### src/rtl/pe_window_region_gen.sv
// Per-pixel WIN0/WIN1 inside-window flags, registered one clock behind pixel_valid.
// Optional macro WINDOW_SHADOW_EN latches the horizontal window registers at line_start.
module pe_window_region_gen (
  input  logic        clock,
  input  logic        reset,
  input  logic        line_start,
  input  logic [7:0]  vcount,
  input  logic        pixel_valid,
  input  logic [15:0] win0h,
  input  logic [15:0] win1h,
  input  logic [15:0] win0v,
  input  logic [15:0] win1v,
  input  logic [15:0] dispcnt,
  output logic        win0,
  output logic        win1,
  output logic        out_valid
);

  localparam logic [7:0] X_SAT = 8'd240;

  logic [7:0]       x;
  logic [1:0]       hflag;
  logic [1:0]       vflag;
  logic [1:0]       h_next;
  logic [1:0]       v_next;
  logic [1:0][15:0] live_h;
  logic [1:0][15:0] live_v;
  logic [1:0][15:0] cmp_h;
  logic             unused_dispcnt;

  assign live_h = {win1h, win0h};
  assign live_v = {win1v, win0v};
  assign unused_dispcnt = ^{dispcnt[15], dispcnt[12:0]};

`ifdef WINDOW_SHADOW_EN
  // Vertical compares only happen at line_start, where a shadow would equal
  // the live value, so only the horizontal registers need shadowing.
  logic [1:0][15:0] shadow_h;

  always_ff @(posedge clock or posedge reset) begin
    if (reset) begin
      shadow_h <= '0;
    end else if (line_start) begin
      shadow_h <= live_h;
    end
  end

  assign cmp_h = shadow_h;
`else
  assign cmp_h = live_h;
`endif

  always_comb begin
    h_next = '0;
    v_next = '0;
    for (int unsigned n = 0; n < 2; n++) begin
      h_next[n] = (hflag[n] | (x == cmp_h[n][15:8])) & ~(x == cmp_h[n][7:0]);
      v_next[n] = (vcount == 8'd0) ? (live_v[n][15:8] > live_v[n][7:0]) : vflag[n];
      if (vcount == live_v[n][15:8]) v_next[n] = 1'b1;
      if (vcount == live_v[n][7:0])  v_next[n] = 1'b0;
    end
  end

  always_ff @(posedge clock or posedge reset) begin
    if (reset) begin
      x         <= '0;
      hflag     <= '0;
      vflag     <= '0;
      win0      <= 1'b0;
      win1      <= 1'b0;
      out_valid <= 1'b0;
    end else begin
      out_valid <= 1'b0;
      if (line_start) begin
        x     <= '0;
        hflag <= {live_h[1][15:8] > live_h[1][7:0], live_h[0][15:8] > live_h[0][7:0]};
        vflag <= v_next;
      end else if (pixel_valid) begin
        hflag     <= h_next;
        x         <= (x == X_SAT) ? X_SAT : x + 8'd1;
        win0      <= dispcnt[13] & h_next[0] & vflag[0];
        win1      <= dispcnt[14] & h_next[1] & vflag[1];
        out_valid <= 1'b1;
      end
    end
  end

endmodule

### config.mk
export PLATFORM = sky130hd
export DESIGN_NAME = pe_window_region_gen
export DESIGN_NICKNAME = d
export VERILOG_FILES = /design/src/rtl/pe_window_region_gen.sv
export SDC_FILE = /design/constraint.sdc
export NUM_CORES = 1
export LEC_CHECK = 0
export ABC_AREA = 1
export CAP_MARGIN = 10
export CELL_PAD_IN_SITES_DETAIL_PLACEMENT = 0
export CELL_PAD_IN_SITES_GLOBAL_PLACEMENT = 1
export CORE_MARGIN = 8
export CORE_UTILIZATION = 34
export CTS_CLUSTER_DIAMETER = 60
export DETAILED_ROUTE_END_ITERATION = 10
export MAX_ROUTING_LAYER = met4
export PLACE_DENSITY = 0.9
export SETUP_SLACK_MARGIN = 0.02
export SYNTH_ARGS = -nofsm -noshare
export SYNTH_HDL_FRONTEND = slang
export SYNTH_SLANG_ARGS = --single-unit
### constraint.sdc
create_clock -name clock -period 2.7 [get_ports clock]
set_input_delay 0.405 -clock clock [delete_from_list [all_inputs] [get_ports clock]]
set_output_delay 0.405 -clock clock [all_outputs]
set_load 0.02 [all_outputs]
# Word level (Yosys, flattened, before mapping)
# Cells that the tools add are included.
# totals
in_bits	92
elab_cells	52
register_bits	15
out_inout_bits	3
# classes
n_lt_le_gt_ge	4
n_mux	13
reduce_logical	7
addsub	1
n_bitwise	11
n_eq_ne	9
# ops
operator	n
$eq A8 B8 Y1	8
$gt A8 B8 Y1	4
$mux W8	3
$add A8 B1 Y8 const B	1
$eq A8 B8 Y1 const B	1
$logic_not A8 Y1	1
$mux W1	8
$and A1 B1 Y1	6
$reduce_and A2 Y1	3
$reduce_bool A3 Y1	2
$mux W2	2
$not A1 Y1	3
$or A1 B1 Y1	2
$reduce_bool A2 Y1	1

# Depth between registers and ports, before layout
# depth
ltp_word	5
depth_mapped	13
depth_no_buf	13

# Worst setup path before layout
# Ideal clock, no wire load.
# synth_path
path_kind	input-to-reg
startpoint	in win0h[5]
endpoint	reg hflag[0]
setup_ns	0.121
cell_stages	8
arrival_ns	1.232
slack_ns	1.347
required_ns	2.579
n_path_buf	0
path_cell_list	inv_1 ha_1 a21oi_1 nor2_1 a211oi_1 o21ai_0 nand2_1 nand3_2
# synth_via
elab_chain_cells	5
word_cells_on_any_way	6
cone_classes	1 x order compare; 1 x eq/ne; 2 x mux; 2 x bitwise
# synth_rtl
item	line	source
start: declaration	9	input logic [15:0] win0h,
branches (longest 4 deep; another with $gt A8 B8 Y1)	-	
$mux W2 *	74	if (line_start) begin
end signal: assignment	76	hflag <= {live_h[1][15:8] > live_h[1][7:0], live_h[0][15:8] > live_h[0][7:0]};
end signal: assignment	79	hflag <= h_next;
end: declaration	22	logic [1:0] hflag;
# Every way passes the cells marked *. The select of a mux whose other input is x is not followed.
# A chain may end at the register's enable or synchronous reset.

# Worst setup path in the final report
# Ends and elaborated chain as after synthesis.

==> impl_metrics.yaml <==
timing:
  finClkSkew_ns: 0.00346
  hold_violations: 0
  setup-tns-final_ns: 0
  finalSetupViolCount: 0
  grt_setup_unrepaired: "no"
  finalCritPeriodShare_pct: 64.7
  max_freq_mhz: 572
  report.final.slew_viol_count: 0
  whs_ns: 0.485
  slew_headroom_pct: 61.8
  period_needed_ns: 1.75
  tightest_slew_ns: 0.572
die:
  core_area_um2: 7610
  die_h_um: 104
  rows: 32
  die_area_um2: 10800
  start_util_pct: 34.5
  io_pins: 95
  floorplan.die.width_um: 104
setup_path:
  ff2ff_path_depth: 5
  cp-end-kind: "flip-flop"
  cp.depth: 9
  start_kind: "input port"
  critical-path-top-delay-family: "buffers and inverters"
  path_cells: "clkdlybuf4s50_1 > inv_1 > ha_1 > a21oi_1 > nor2_1 > a211oi_1 > o21ai_0 > nand2_1 > nand3_2"
  required_ns: 2.83
  cp.buffers_inverters: 2
  arrival_ns: 1.88
  critPathKind: "input port to flip-flop"
  crit_fanout: 2
  crit_slowest_cell: "clkdlybuf4s50_1"
  slowest_delay_ns: 0.50
logic_synthesis:
  synth.yosys.seq_area_share_pct: 14.3
  synth_area_per_cell_um2: 6.72
  syn_inst: 391
  synth_edf_count: 0
  synth-main-ff-cell: "dfrtp_1"
  ys.warnings.count: 0
  synth_seq_cells: 15
  mappedNetlistNets: 517
  syn_area_um2: 2630
  async_reset_ff_share_pct: 100
  ys_types: 31
cts:
  post_cts_resize_count: 0
  clk_latency_ns: 0.25
  clock-root-buffer: "clkbuf_8"
  htree_num_levels: 1
  cts_tree: "yes"
  cts_buffers: 3
  post_cts_buffers: 0
  hold_buffers: 0
  clockBufferDepth: 2
  clk_pin_slew_ns: 0.06
  cts.sink_count: 15
power:
  cellPowerDensity_nw_per_um2: 241
  p_leak_nw: 1.67
  power.total_mw: 0.831
  ir_drop_v: 0.000147
grt:
  gr-total-overflow: 0
  grt_first_pass_wirelength_um: 11200
  first_global_vias: 2586
  gr-usage-all-layers_pct: 12.4
  grt_max_degree: 16
  antenna_found_initial: 0
layout:
  fillers: 784
  fin_util_pct: 45.4
  diodes: 0
  areaGrowthSynthToFinish_pct: 31.3
  design_area_um2: 3450
  num-nets-final: 587
  drive_gt1_share_pct: 3.48
place:
  gp_congestion: 0.815
  dpl.hpwl_um: 5860
  placed_area_um2: 3410
  port_buffers: 80
routing:
  routedWlPerCell_um: 11.7
  post_drt_via_cell_ratio: 4.48
  first_pass_iters: 5
  drc_errors: 0
  wl_um: 6550
  vias: 2518
  drt-initial-drc-count: 25
  drtAntennaViolNets: 0
flow_run:
  maxCapViolations: 0
hold_path:
  worst_hold_path_type: "flip-flop to flip-flop"
  min_delay_path_depth: 2
run_status:
  outcome: "completed"
-- cells in the mapped netlist, drive strengths merged, types with 4 or more instances --
master | n | area, um2
a21oi | 11 | 55.1
buf | 15 | 150
dfrtp | 15 | 375
ha | 34 | 425
inv | 66 | 250
nand2 | 111 | 419
nand3 | 15 | 80.1
nand4 | 8 | 50.1
nor2 | 34 | 135
o21ai | 5 | 25.0
o22ai | 5 | 31.3
or2 | 4 | 25.0
xnor2 | 45 | 402
xor2 | 11 | 96.3
-- routing by layer --
metal	routed length (um)	global-route usage [%]	up-vias
met2	3420	22.5	58
li1	-	-	1348
met5	0	-	-
met3	305	2.85	4
met4	44	1.96	0
met1	2780	13.6	1108
-- cells by family (layout without fill, tap and decap cells) --
group	count (synthesis)	in the layout	share of synthesized area, %
compound gates	29	29	6.81
flops	15	15	14.3
xor+xnor	56	56	19.0
simple gates	176	176	28.5
buf+inv	81	150	15.2
fa+ha+maj	34	34	16.2
-- where the power goes --
part	internal (mW)	total, mW	switching [mW]
Sequential	0.237	0.250	0.0138
Clock	0.104	0.180	0.0757
Combinational	0.219	0.400	0.181
-- cells in the final DEF, fill, tap and decap left out, types with 2 or more instances in the layout --
master,n
or2_0,4
xnor2_1,44
nand2_1,110
nand3_1,14
xor2_1,11
clkbuf_8,3
a21oi_1,11
ha_1,34
nand4_1,8
dfrtp_1,15
nor4_2,2
a21o_1,2
o21ai_0,5
nor2_1,33
clkdlybuf4s50_1,80
inv_2,4
inv_1,61
o22ai_1,5
-- tightest hold or removal path, cell delays in order, from the launching register on --
cell and delay, ns:
dfrtp_1 0.35, nand2_1 0.05, nand2_1 0.05
-- worst paths after layout --
kind | startpoint | endpoint | slack, ns
worst min register to register | vflag[0]$_DFFE_PP0P_ | vflag[0]$_DFFE_PP0P_ | 0.49
max in group asynchronous | reset | hflag[0]$_DFFE_PP0P_ | 1.79
worst max-delay path | win0h[5] | hflag[0]$_DFFE_PP0P_ | 0.95
worst max register to register | x[1]$_DFFE_PP0P_ | x[6]$_DFFE_PP0P_ | 1.19
min in group asynchronous | reset | hflag[1]$_DFFE_PP0P_ | 0.54
worst min-delay path | vflag[0]$_DFFE_PP0P_ | vflag[0]$_DFFE_PP0P_ | 0.49
-- registers in the layout, summed over array words and instances (netlist names) --
register,flops
win1,1
x,8
vflag,2
out_valid,1
hflag,2
win0,1
-- layout make-up --
cell class | count | area, um2 | area share [%]
sequential | 15 | 375 | 10.9
clock buffer | 4 | 45.0 | 1.31
tap | 102 | 128 | 3.70
inverter | 66 | 250 | 7.25
timing repair buffer | 80 | 801 | 23.2
multi-input combinational | 295 | 1850 | 53.7
-- per-stage QoR --
stage	instances	worst slack, ns
floorplan	391	1.35
global placement	558	0.687
detailed placement	558	0.681
CTS	562	0.942
global route	562	0.834
finish	562	0.953
(Power assumes the default switching activity.)
